### config.mk
export PLATFORM = sky130hd
export DESIGN_NAME = write_buffer_flat
export DESIGN_NICKNAME = d
export VERILOG_FILES = /design/src/rtl/wb_pkg.sv /design/src/rtl/write_buffer_if.sv /design/src/rtl/write_buffer_fifo.sv /design/src/rtl/write_buffer.sv /design/src/flat_wrapper.sv
export SDC_FILE = /design/constraint.sdc
export NUM_CORES = 1
export LEC_CHECK = 0
export ABC_AREA = 1
export ABC_CLOCK_PERIOD_IN_PS = 7700
export CAP_MARGIN = 20
export CELL_PAD_IN_SITES_DETAIL_PLACEMENT = 1
export CELL_PAD_IN_SITES_GLOBAL_PLACEMENT = 1
export CORE_ASPECT_RATIO = 1.1
export CORE_MARGIN = 5
export CORE_UTILIZATION = 36
export DETAILED_ROUTE_END_ITERATION = 8
export GPL_ROUTABILITY_DRIVEN = 0
export PLACE_DENSITY = 0.85
export SYNTH_ARGS = -nofsm -noshare
export SYNTH_HDL_FRONTEND = slang
export SYNTH_SLANG_ARGS = --single-unit
### constraint.sdc
create_clock -name clock -period 7.7 [get_ports clock]
set_input_delay 1.54 -clock clock [delete_from_list [all_inputs] [get_ports clock]]
set_output_delay 1.54 -clock clock [all_outputs]
set_load 0.02 [all_outputs]
### src/rtl/wb_pkg.sv
`default_nettype none
// ============================================================================
//  Module      : wb_pkg
//  Description : Shared types and default sizing for the posted-write buffer.
//                - wb_state_t : read-path controller states
//                - wb_entry_t : one buffered store {word address, data}
//  Revision    : 1.0  initial release
// ============================================================================
package wb_pkg;

    localparam int unsigned c_DEPTH_DEFAULT    = 4;
    localparam int unsigned c_READ_LAT_DEFAULT = 2;

    typedef enum logic [0:0] {
        IDLE    = 1'b0,
        RD_WAIT = 1'b1
    } wb_state_t;

    typedef struct packed {
        logic [29:0] addr;
        logic [31:0] data;
    } wb_entry_t;

endpackage
`default_nettype wire

### src/rtl/write_buffer_if.sv
`default_nettype none
// ============================================================================
//  Module      : write_buffer_if
//  Description : CPU-side and memory-side bus of the write buffer.
//                slave  : view used by write_buffer
//                master : view used by the CPU / memory environment
//                CPU    : cpu_req, cpu_wr, cpu_addr, cpu_wdata -> buffer
//                         cpu_rdata, cpu_stall                 <- buffer
//                Memory : mem_addr, mem_wr, mem_wdata           <- buffer
//                         mem_rdata                             -> buffer
//                Status : wb_empty, wb_count                    <- buffer
//  Revision    : 1.0  initial release
// ============================================================================
interface write_buffer_if #(
    parameter int DEPTH = 4
) ();
    logic                     cpu_req;
    logic                     cpu_wr;
    logic [31:0]              cpu_addr;
    logic [31:0]              cpu_wdata;
    logic [31:0]              cpu_rdata;
    logic                     cpu_stall;
    logic [31:0]              mem_addr;
    logic                     mem_wr;
    logic [31:0]              mem_wdata;
    logic [31:0]              mem_rdata;
    logic                     wb_empty;
    logic [$clog2(DEPTH):0]   wb_count;

    modport slave (
        input  cpu_req, cpu_wr, cpu_addr, cpu_wdata, mem_rdata,
        output cpu_rdata, cpu_stall, mem_addr, mem_wr, mem_wdata,
               wb_empty, wb_count
    );

    modport master (
        output cpu_req, cpu_wr, cpu_addr, cpu_wdata, mem_rdata,
        input  cpu_rdata, cpu_stall, mem_addr, mem_wr, mem_wdata,
               wb_empty, wb_count
    );
endinterface
`default_nettype wire

### src/rtl/write_buffer_fifo.sv
`default_nettype none
// ============================================================================
//  Module      : write_buffer_fifo
//  Description : Circular store FIFO for the write buffer.
//                clock, reset   : clock / synchronous active-high reset
//                push, push_entry : enqueue at tail (caller guarantees !full)
//                pop            : dequeue head (caller guarantees !empty)
//                head_entry     : oldest entry
//                ent, ent_valid : all slots ordered newest-first (index 0 is
//                                 the most recent store) for forwarding
//                count, full, empty : registered occupancy
//  Revision    : 1.0  initial release
// ============================================================================
module write_buffer_fifo
    import wb_pkg::*;
#(
    parameter int DEPTH = c_DEPTH_DEFAULT
) (
    input  logic                    clock,
    input  logic                    reset,
    input  logic                    push,
    input  wb_entry_t               push_entry,
    input  logic                    pop,
    output wb_entry_t               head_entry,
    output logic [DEPTH-1:0]        ent_valid,
    output wb_entry_t [DEPTH-1:0]   ent,
    output logic [$clog2(DEPTH):0]  count,
    output logic                    full,
    output logic                    empty
);
    localparam int PTR_W = $clog2(DEPTH);
    localparam int CNT_W = PTR_W + 1;

    wb_entry_t          mem_q [DEPTH];
    wb_entry_t          mem_d [DEPTH];
    logic [PTR_W-1:0]   head_q, head_d;
    logic [PTR_W-1:0]   tail_q, tail_d;
    logic [CNT_W-1:0]   count_q, count_d;

    always_comb begin
        mem_d = mem_q;
        if (push) begin
            mem_d[tail_q] = push_entry;
        end
        // DEPTH is a power of two, so pointer overflow wraps modulo DEPTH.
        head_d  = head_q + PTR_W'(pop);
        tail_d  = tail_q + PTR_W'(push);
        count_d = count_q + CNT_W'(push) - CNT_W'(pop);
    end

    always_ff @(posedge clock) begin
        if (reset) begin
            for (int i = 0; i < DEPTH; i++) begin
                mem_q[i] <= '0;
            end
            head_q  <= '0;
            tail_q  <= '0;
            count_q <= '0;
        end else begin
            mem_q   <= mem_d;
            head_q  <= head_d;
            tail_q  <= tail_d;
            count_q <= count_d;
        end
    end

    // Slot g of the view is the (g+1)-th most recent store: tail-1-g.
    for (genvar g = 0; g < DEPTH; g++) begin : g_view
        wire logic [PTR_W-1:0] w_idx = tail_q - PTR_W'(g + 1);
        assign ent[g]       = mem_q[w_idx];
        assign ent_valid[g] = (CNT_W'(g) < count_q);
    end

    assign head_entry = mem_q[head_q];
    assign count      = count_q;
    assign full       = (count_q == CNT_W'(DEPTH));
    assign empty      = (count_q == '0);

endmodule
`default_nettype wire

### src/rtl/write_buffer.sv
`default_nettype none
// ============================================================================
//  Module      : write_buffer
//  Description : Posted-write buffer between the CPU memory port and memory.
//                Stores are absorbed into a FIFO and drained one per cycle
//                while idle; loads forward the newest matching buffered
//                store or stall through a fixed-latency memory read.
//                clock, reset : clock / synchronous active-high reset
//                bus (slave)  : CPU request/response, memory port, status
//  Revision    : 1.0  initial release
// ============================================================================
module write_buffer
    import wb_pkg::*;
#(
    parameter int DEPTH    = c_DEPTH_DEFAULT,
    parameter int READ_LAT = c_READ_LAT_DEFAULT
) (
    input  logic            clock,
    input  logic            reset,
    write_buffer_if.slave   bus
);
    localparam int LAT_W = (READ_LAT > 1) ? $clog2(READ_LAT) : 1;

    wb_state_t              state_q, state_d;
    logic [LAT_W-1:0]       lat_cnt_q, lat_cnt_d;

    logic                   push, pop, full, empty;
    wb_entry_t              push_entry, head_entry;
    logic [DEPTH-1:0]       ent_valid;
    wb_entry_t [DEPTH-1:0]  ent;
    logic [$clog2(DEPTH):0] count;

    logic                   load_req, store_req, hit;
    logic [31:0]            hit_data;

    write_buffer_fifo #(.DEPTH(DEPTH)) u_fifo (
        .clock      (clock),
        .reset      (reset),
        .push       (push),
        .push_entry (push_entry),
        .pop        (pop),
        .head_entry (head_entry),
        .ent_valid  (ent_valid),
        .ent        (ent),
        .count      (count),
        .full       (full),
        .empty      (empty)
    );

    assign load_req   = bus.cpu_req & ~bus.cpu_wr;
    assign store_req  = bus.cpu_req &  bus.cpu_wr;
    assign push_entry = '{addr: bus.cpu_addr[31:2], data: bus.cpu_wdata};

    // Forwarding search: scan oldest-to-newest so the newest match wins.
    always_comb begin
        hit      = 1'b0;
        hit_data = '0;
        for (int i = DEPTH - 1; i >= 0; i--) begin
            if (ent_valid[i] && (ent[i].addr == bus.cpu_addr[31:2])) begin
                hit      = 1'b1;
                hit_data = ent[i].data;
            end
        end
    end

    always_comb begin
        state_d       = state_q;
        lat_cnt_d     = lat_cnt_q;
        push          = 1'b0;
        pop           = 1'b0;
        bus.cpu_stall = 1'b0;
        bus.cpu_rdata = '0;
        bus.mem_wr    = 1'b0;
        bus.mem_addr  = '0;
        bus.mem_wdata = '0;

        case (state_q)
            IDLE: begin
                if (load_req && !hit) begin
                    // Address goes out in the request cycle so that the data
                    // arrives exactly when lat_cnt reaches zero.
                    state_d       = RD_WAIT;
                    lat_cnt_d     = LAT_W'(READ_LAT - 1);
                    bus.cpu_stall = 1'b1;
                    bus.mem_addr  = bus.cpu_addr;
                end else begin
                    if (load_req) begin
                        bus.cpu_rdata = hit_data;
                    end
                    // Full blocks the store even if a pop happens this cycle.
                    if (store_req) begin
                        if (full) begin
                            bus.cpu_stall = 1'b1;
                        end else begin
                            push = 1'b1;
                        end
                    end
                    if (!empty) begin
                        pop           = 1'b1;
                        bus.mem_wr    = 1'b1;
                        bus.mem_addr  = {head_entry.addr, 2'b00};
                        bus.mem_wdata = head_entry.data;
                    end
                end
            end
            RD_WAIT: begin
                bus.mem_addr = bus.cpu_addr;
                if (lat_cnt_q == '0) begin
                    bus.cpu_rdata = bus.mem_rdata;
                    state_d       = IDLE;
                end else begin
                    bus.cpu_stall = 1'b1;
                    lat_cnt_d     = lat_cnt_q - LAT_W'(1);
                end
            end
            default: begin
                state_d = IDLE;
            end
        endcase
    end

    always_ff @(posedge clock) begin
        if (reset) begin
            state_q   <= IDLE;
            lat_cnt_q <= '0;
        end else begin
            state_q   <= state_d;
            lat_cnt_q <= lat_cnt_d;
        end
    end

    assign bus.wb_empty = empty;
    assign bus.wb_count = count;

endmodule
`default_nettype wire
### src/flat_wrapper.sv
// flat-port wrapper written by rule: the top's interface ports become plain ports
module write_buffer_flat import wb_pkg::*;
#(
    parameter int DEPTH    = c_DEPTH_DEFAULT,
    parameter int READ_LAT = c_READ_LAT_DEFAULT
)
  (clock, reset, bus_cpu_req, bus_cpu_wr, bus_cpu_addr, bus_cpu_wdata, bus_mem_rdata, bus_cpu_rdata, bus_cpu_stall, bus_mem_addr, bus_mem_wr, bus_mem_wdata, bus_wb_empty, bus_wb_count);
  write_buffer_if #(.DEPTH(DEPTH)) bus_i ();
  input  logic clock;
  input  logic reset;
  input wire logic [$bits(bus_i.cpu_req)-1:0] bus_cpu_req;
  input wire logic [$bits(bus_i.cpu_wr)-1:0] bus_cpu_wr;
  input wire logic [$bits(bus_i.cpu_addr)-1:0] bus_cpu_addr;
  input wire logic [$bits(bus_i.cpu_wdata)-1:0] bus_cpu_wdata;
  input wire logic [$bits(bus_i.mem_rdata)-1:0] bus_mem_rdata;
  output wire logic [$bits(bus_i.cpu_rdata)-1:0] bus_cpu_rdata;
  output wire logic [$bits(bus_i.cpu_stall)-1:0] bus_cpu_stall;
  output wire logic [$bits(bus_i.mem_addr)-1:0] bus_mem_addr;
  output wire logic [$bits(bus_i.mem_wr)-1:0] bus_mem_wr;
  output wire logic [$bits(bus_i.mem_wdata)-1:0] bus_mem_wdata;
  output wire logic [$bits(bus_i.wb_empty)-1:0] bus_wb_empty;
  output wire logic [$bits(bus_i.wb_count)-1:0] bus_wb_count;
  assign bus_i.cpu_req = bus_cpu_req;
  assign bus_i.cpu_wr = bus_cpu_wr;
  assign bus_i.cpu_addr = bus_cpu_addr;
  assign bus_i.cpu_wdata = bus_cpu_wdata;
  assign bus_i.mem_rdata = bus_mem_rdata;
  assign bus_cpu_rdata = bus_i.cpu_rdata;
  assign bus_cpu_stall = bus_i.cpu_stall;
  assign bus_mem_addr = bus_i.mem_addr;
  assign bus_mem_wr = bus_i.mem_wr;
  assign bus_mem_wdata = bus_i.mem_wdata;
  assign bus_wb_empty = bus_i.wb_empty;
  assign bus_wb_count = bus_i.wb_count;
  write_buffer #(.DEPTH(DEPTH), .READ_LAT(READ_LAT)) u_core (.clock(clock), .reset(reset), .bus(bus_i));
endmodule
### Word-level counts from Yosys, hierarchy flattened

Index checks and enable logic that the tools add are counted.

| operators by class | value |
|---|---|
| reductions and logical operators | 8 |
| add/subtract/negate cells | 8 |
| mux-type cells | 53 |
| equal/unequal tests | 6 |
| bitwise operators | 9 |
| magnitude comparators | 10 |

Operators by type and width:

| kind | number |
|---|---|
| $mux W62 | 11 |
| $bmux W62 S2 | 5 |
| $mux W32 | 12 |
| $bwmux W248 | 1 |
| $pmux W32 S2 | 2 |
| $demux W62 S2 | 1 |
| $eq A30 B30 Y1 | 4 |
| $mux W1 | 18 |
| $ge A3 B3 Y1 const B | 5 |
| $not A2 Y3 | 5 |
| $logic_and A1 B1 Y1 | 6 |
| $lt A1 B3 Y1 const A | 2 |
| $lt A2 B3 Y1 const A | 2 |
| $pmux W1 S2 | 3 |
| $add A2 B1 Y2 | 2 |
| $sub A2 B2 Y2 const B | 2 |
| $add A3 B1 Y3 | 1 |
| $eq A3 B3 Y1 const B | 1 |
| $logic_not A3 Y1 | 1 |
| $lt A3 B1 Y1 const B | 1 |
| $sub A3 B1 Y3 | 1 |
| $and A1 B1 Y1 | 2 |
| $ne A2 B1 Y1 const B | 1 |
| $not A1 Y1 | 2 |
| other kinds (3) | 3 |

| storage, ports and cells | value |
|---|---|
| output and inout port bits | 102 |
| register bits after elaboration | 257 |

### Logic depth before layout (Yosys ltp)

| depth | value |
|---|---|
| depth in word-level cells | 16 |
| mapped depth | 30 |
| mapped depth without buffers | 22 |

### Cells and area by module

A second synthesis with hierarchy kept.

| unflattened totals | value |
|---|---|
| cells, all modules | 4,734 |
| area, all modules | 23,930.5 um2 |

By module, submodules not included:

| module | area an instance (um2) | times used | cells each | seq. area each (um2) |
|---|---|---|---|---|
| write_buffer_fifo | 18,452.7 | 1 | 3,443 | 5,104.9 |
| write_buffer | 5,477.8 | 1 | 1,291 | 40.0 |

### Worst setup path before layout

OpenSTA, ideal clock, no wires.

| timing path | value |
|---|---|
| path kind | register -> output |
| start point | register u_core.u_fifo.tail_q[1] |
| end point | output port bus_mem_wdata[0] |
| setup slack | 2,236 ps |
| required time | 6,160 ps |
| arrival | 3,924 ps |
| stages on the path, launching flop included | 25 |
| path buffers | 9 |
| cell sequence | dfxtp_1 buf_2 inv_2 clkbuf_1 clkbuf_1 clkbuf_1 clkbuf_1 ha_1 inv_1 buf_2 buf_2 nand3_1 nand3_1 nand2_1 nor2_1 nand2_1 nor2_1 nand2_1 nor2_2 nor2_1 nand3_2 nand2_2 buf_6 buf_6 nor3_2 |

| between the ends | value |
|---|---|
| longest elaborated chain between the ends | 14 |
| elaborated cells between the ends (all ways) | 35 |
| classes of those cells | add/sub (3); eq/ne (4); mux (18); bitwise (4); reduce/logical (6) |

Ends and longest elaborated chain:

| what | RTL line | RTL |
|---|---|---|
| from (decl) | write_buffer_fifo.sv:37 | `logic [PTR_W-1:0] tail_q, tail_d;` |
| from (signal assigned) | write_buffer_fifo.sv:62 | `tail_q <= tail_d;` |
| $sub A2 B2 Y2 / $not A2 Y3 (equally long branches) | write_buffer_fifo.sv:69, write_buffer_fifo.sv:70 |  |
| $not A2 Y3 (not written as such) / $bmux W62 S2 (equally long branches) | write_buffer_fifo.sv:70 | `assign ent[g] = mem_q[w_idx];` |
| $bmux W62 S2 / $mux W62 (equally long branches) | write_buffer_fifo.sv:70 |  |
| $mux W62 (not written as such) | write_buffer_fifo.sv:70 |  |
| $mux W62 (not written as such) / $eq A30 B30 Y1 (equally long branches) | write_buffer_fifo.sv:70, write_buffer.sv:59 |  |
| $eq A30 B30 Y1 / $logic_and A1 B1 Y1 (equally long branches) | write_buffer.sv:59 | `if (ent_valid[i] && (ent[i].addr == bus.cpu_addr[31:2])) begin` |
| $logic_and A1 B1 Y1 / $mux W1 (equally long branches) | write_buffer.sv:59 |  |
| $mux W1 (2 in series) | write_buffer.sv:59 |  |
| $mux W1 (*) | write_buffer.sv:59 |  |
| $logic_not A1 Y1 (*) | write_buffer.sv:79 | `if (load_req && !hit) begin` |
| $logic_and A1 B1 Y1 (*) | write_buffer.sv:79 |  |
| $mux W32 (*) | write_buffer.sv:79 |  |
| $mux W32 (*) | write_buffer.sv:77 | `case (state_q)` |
| to (decl) | flat_wrapper.sv:20 | `output wire logic [$bits(bus_i.mem_wdata)-1:0] bus_mem_wdata;` |

Every way passes the cells marked *; elsewhere a longest branch is shown, timed or not. The select of a mux whose other input is x is not followed.

### Final worst setup path

| timing path | value |
|---|---|
| start point | register u_core.u_fifo.tail_q[0] |
| end point | output port bus_cpu_rdata[7] |

| between the ends | value |
|---|---|
| longest elaborated chain between the ends | 14 |
| elaborated cells between the ends (all ways) | 40 |
| classes of those cells | add/sub (3); eq/ne (4); mux (23); bitwise (4); reduce/logical (6) |

Ends and longest elaborated chain:

| what | RTL line | RTL |
|---|---|---|
| $sub A2 B2 Y2 / $not A2 Y3 (equally long branches) | write_buffer_fifo.sv:69, write_buffer_fifo.sv:70 |  |
| $not A2 Y3 (not written as such) / $bmux W62 S2 (equally long branches) | write_buffer_fifo.sv:70 |  |
| $bmux W62 S2 / $mux W62 (equally long branches) | write_buffer_fifo.sv:70 |  |
| $mux W62 (not written as such) | write_buffer_fifo.sv:70 |  |
| $mux W62 (not written as such) / $eq A30 B30 Y1 (equally long branches) | write_buffer_fifo.sv:70, write_buffer.sv:59 |  |
| $eq A30 B30 Y1 / $logic_and A1 B1 Y1 (equally long branches) | write_buffer.sv:59 |  |
| $logic_and A1 B1 Y1 / $mux W1 (equally long branches) | write_buffer.sv:59 |  |
| $mux W1 (3 in series) | write_buffer.sv:59 |  |
| $logic_not A1 Y1 | write_buffer.sv:79 |  |
| $logic_and A1 B1 Y1 | write_buffer.sv:79 |  |
| $mux W32 (*) | write_buffer.sv:79 |  |
| $pmux W32 S2 (*) | write_buffer.sv:77 |  |
| to (decl) | flat_wrapper.sv:16 | `output wire logic [$bits(bus_i.cpu_rdata)-1:0] bus_cpu_rdata;` |

Marked as above.

==> out/results.md <==
* 5.668 — drt via density
* 16.70% — layout-stage area growth over the synthesis result
* 5155 µm² — area of all sequential standard cells
* 56210 µm — detailed placer's ending HPWL
* 136200 µm — global-route wire length before repair
* 3823 — number of nets in the synthesized netlist
* 0.04306 — fraction of layout instances using a drive strength above 1
* sky130_fd_sc_hd__dfxtp_1 — Synth Flop Type
* flip-flop — startpoint types
* 5.516 µm² — Post-Synthesis Mean Instance Area
* 0 — # Max-Cap Violations
* 0 — Final Hold Violating Endpoints
* 0 — drt drc
* 2.26 ns — worst setup slack for register-to-register paths
* 0 — number of enable-type register cells in the synthesized netlist
* 91 — Row Count
* 257 — synthesized flop and latch total
* bus_cpu_rdata[7] — Critical Path End
* 56250 µm² — core region area
* 7.373 ns — minimum clock period after layout
* 0.9575 — crit share post-route
* 0 — grt total ovfl
* 0.009636 µW — static leakage
* 6 — First-pass DRT Iterations
* 237.4 µm — die width
* 6 — buffering stage count on the worst path with inverters included
* 35 — number of buffers inserted during clock tree synthesis
* 3712 — gate count of the mapped netlist
* flip-flop to output port — type of the worst setup path
* 2 — antenna violations before repair
* 0.68 ns — delay of the slowest critical-path stage
* sky130_fd_sc_hd__clkbuf_16 — root cell of the clock tree
* 0 — yosys synthesis warning count
* flip-flop to flip-flop — worst hold path type
* 25420 — via count
* met4 — highest signal layer in the routed design
* 13220 µm² — combined area of the multi-input logic cells
* clkinv_2 -> ha_2 -> buf_4 -> nand3_1 -> nand3_1 -> nand2_1 -> nor2_1 -> nand2_1 -> nor2_1 -> nand2_1 -> nor2_2 -> buf_4 -> inv_1 -> buf_4 -> nand3_1 -> nand2_1 -> nand2_1 -> nand2_1 -> nand3_1 -> nand2_1 -> clkdlybuf4s50_1 — cell-by-cell listing of the critical path
* sky130_fd_sc_hd__dfxtp_1 25%, sky130_fd_sc_hd__nand2_1 21%, sky130_fd_sc_hd__o21ai_0 13% — cell types occupying the most area after synthesis
* 0 — Post-CTS Setup Bufs
* 0.1356 GHz — highest achievable clock rate
* 7821 — fill cell instance count of the final layout
* 3 — maximum buffer depth of the clock tree
* 0 — async set-reset flop share out of synthesis
* 25090 — via count of the first global-routing pass
* 5.83 ns — arrival time worst endpoint
* 30 — post-synthesis cell type count
* 21 — number of cells on the worst reg-to-reg path
* completed — outcome
* 0 — final setup violating endpoints
* 0.2513 — sequential share of the synthesized area
* 61750 µm² — Die ar.
* u_core.u_fifo.tail_q[0] — worst reg2reg path startpoint
* 6013 µm — routed length on met3
* 201 — quantity of I/O buffers inserted on ports
* sky130_fd_sc_hd__dfxtp_1 — cell accounting for the most synthesized area
* 0.57 ns — clock latency of the later-clocked register in the worst-skew pair
* 0.2706 — overall fraction of global-route tracks in use
* 202 — IO Pins
* 253 — pin count of the biggest net entering global routing
* 0.02008 ns — Fin Clk Skew
* 6.16 ns — data required time at the worst endpoint
* 5285 µW — post-layout power
* 1979 — 1st-iter DRT viols
* 1.043 ns — Worst Max-Slew Pin Slew
* sky130_fd_sc_hd__buf_4 — Critical-path top delay cell
* done — TritonCTS clock tree
* 257 — clock sink total
* 0 — max-slew violation total from the final report
* sky130_fd_sc_hd__nand2_1 — most frequent cell after synthesis
* 42350 µm — Met2 Routed Length
* 3824 — net count reported at finish
* 35630 µm — routed metal-1 wirelength
* 0.06 ns — clk slew on worst S/H paths
* u_core.u_fifo.count[2] — Critical R2R Capture
* 1139 x sky130_fd_sc_hd__nand2_1, 522 x sky130_fd_sc_hd__o21ai_0, 418 x sky130_fd_sc_hd__nand3_1 — most common library cells after synthesis
* 0 — count of cells resized by post-cts repair
* 0.2513 — fraction of synthesized cell area taken by the top area cell type
* 0.3048 — Slew HR
* 20480 µm² — area of the mapped netlist
* 64 — Max FO, Critical Path
* 2 — H-tree level count
* output port — kind of end point of the critical path
* sky130_fd_sc_hd__nand2_1 — most used cell along the critical path
* 0 — hold-fix buffers at CTS
* 21 — depth of the critical timing path with buffers and inverters included
* u_core.u_fifo.tail_q[0] — worst setup path startpoint
* false — setup repair after global routing missed its margin
* 221.2 nW/µm² — power per unit of standard cell area
* 0.1582 mV — VDD IR-drop max
* 0 — antenna-violating nets left
* 19.53 µm — wire length per cell after detailed routing
* 0.3640 — initial standard-cell utilization of the core
* 87570 µm — final routed wirelength across all metal layers
* 260.1 µm — chip height
* buffers and inverters — cell family with the largest share of critical-path delay
* 0 ns — summed negative setup slack over all endpoints
-- cell type report --
| class | count | share of cell area |
|---|---|---|
| antenna | 1 | 0.0001047 |
| tap | 744 | 0.03896 |
| clock inverter | 17 | 0.009635 |
| multi-input combinational | 2928 | 0.5534 |
| sequential | 257 | 0.2157 |
| timing repair buffer | 245 | 0.1022 |
| clock buffer | 46 | 0.04095 |
| inverter | 246 | 0.03901 |
-- layer usage --
metal | up-vias | track usage
met1 | 12200 | 0.3335
met3 | 205 | 0.03956
li1 | 12110 | -
met2 | 900 | 0.4749
met4 | 0 | 0.1079
met5 | - | 0
-- worst min path at each step --
stage | startpoint | endpoint | depth (start not counted)
finish | u_core.state_q | u_core.lat_cnt_q | 1
global route | u_core.state_q | u_core.lat_cnt_q | 1
CTS | u_core.state_q | u_core.lat_cnt_q | 1
detailed placement | u_core.state_q | u_core.lat_cnt_q | 1
global placement | u_core.state_q | u_core.lat_cnt_q | 1
floorplan | u_core.state_q | u_core.lat_cnt_q | 1
-- logic make-up (layout without fill, tap and decap cells) --
logic type,count (synthesis),count (layout),share of synthesized area
and+or+nand+nor,1981,1981,0.4006
other,0,1,0
xor gates and xnor gates,22,22,0.009411
adders and majority gates,11,11,0.007088
buffers and inverters,527,554,0.1060
DFF,257,257,0.2513
AOI/OAI and AO/OA,914,914,0.2257
-- flip-flops by register name, indices dropped and copies added (netlist names) --
register              cells
u_core.u_fifo.tail_q      2
u_core.u_fifo.mem_q     248
u_core.state_q            1
u_core.u_fifo.count       3
u_core.lat_cnt_q          1
u_core.u_fifo.head_q      2
-- layout by cell type (no fill, tap or decap), types with 5 or more instances in the layout --
cell type | netlist | layout
sky130_fd_sc_hd__clkinv_2 | 0 | 9
sky130_fd_sc_hd__o22ai_1 | 31 | 31
sky130_fd_sc_hd__ha_1 | 10 | 9
sky130_fd_sc_hd__clkdlybuf4s50_1 | 0 | 200
sky130_fd_sc_hd__inv_1 | 241 | 238
sky130_fd_sc_hd__nand2_4 | 0 | 5
sky130_fd_sc_hd__a21oi_1 | 350 | 350
sky130_fd_sc_hd__xor2_1 | 20 | 20
sky130_fd_sc_hd__nand3_1 | 418 | 418
sky130_fd_sc_hd__buf_12 | 0 | 5
sky130_fd_sc_hd__buf_4 | 15 | 38
sky130_fd_sc_hd__clkbuf_1 | 172 | 6
sky130_fd_sc_hd__nor2_1 | 377 | 375
sky130_fd_sc_hd__nand2_1 | 1139 | 1135
sky130_fd_sc_hd__o21ai_1 | 8 | 8
sky130_fd_sc_hd__nor3_2 | 32 | 33
sky130_fd_sc_hd__bufinv_16 | 0 | 5
sky130_fd_sc_hd__clkbuf_16 | 0 | 36
sky130_fd_sc_hd__dfxtp_1 | 257 | 253
sky130_fd_sc_hd__o21ai_0 | 522 | 522
-- metrics by stage --
| stage | cell area [µm²] | setup WS, ns | hold slack, ns | utilization | instances |
|---|---|---|---|---|---|
| after floorplan | 20480 | 2.236 | 0.3996 | - | 3712 |
| after global placement | 22590 | 0.7956 | 0.4274 | 0.4016 | 4416 |
| after detailed placement | 22590 | 0.8216 | 0.4425 | 0.4016 | 4416 |
| after CTS | 23800 | 0.4171 | 0.4537 | 0.4231 | 4479 |
| after global routing | 23890 | 0.1023 | 0.4835 | 0.4248 | 4483 |
| final | 23900 | 0.3274 | 0.4630 | 0.4248 | 4484 |
-- power by group --
group | internal [µW] | switching [µW] | leakage (µW)
combinational | 600 | 1450 | 0.00696
sequential | 1400 | 78.0 | 0.00208
clock | 1070 | 691 | 0.000593
Power figures use the tool's default switching activity.
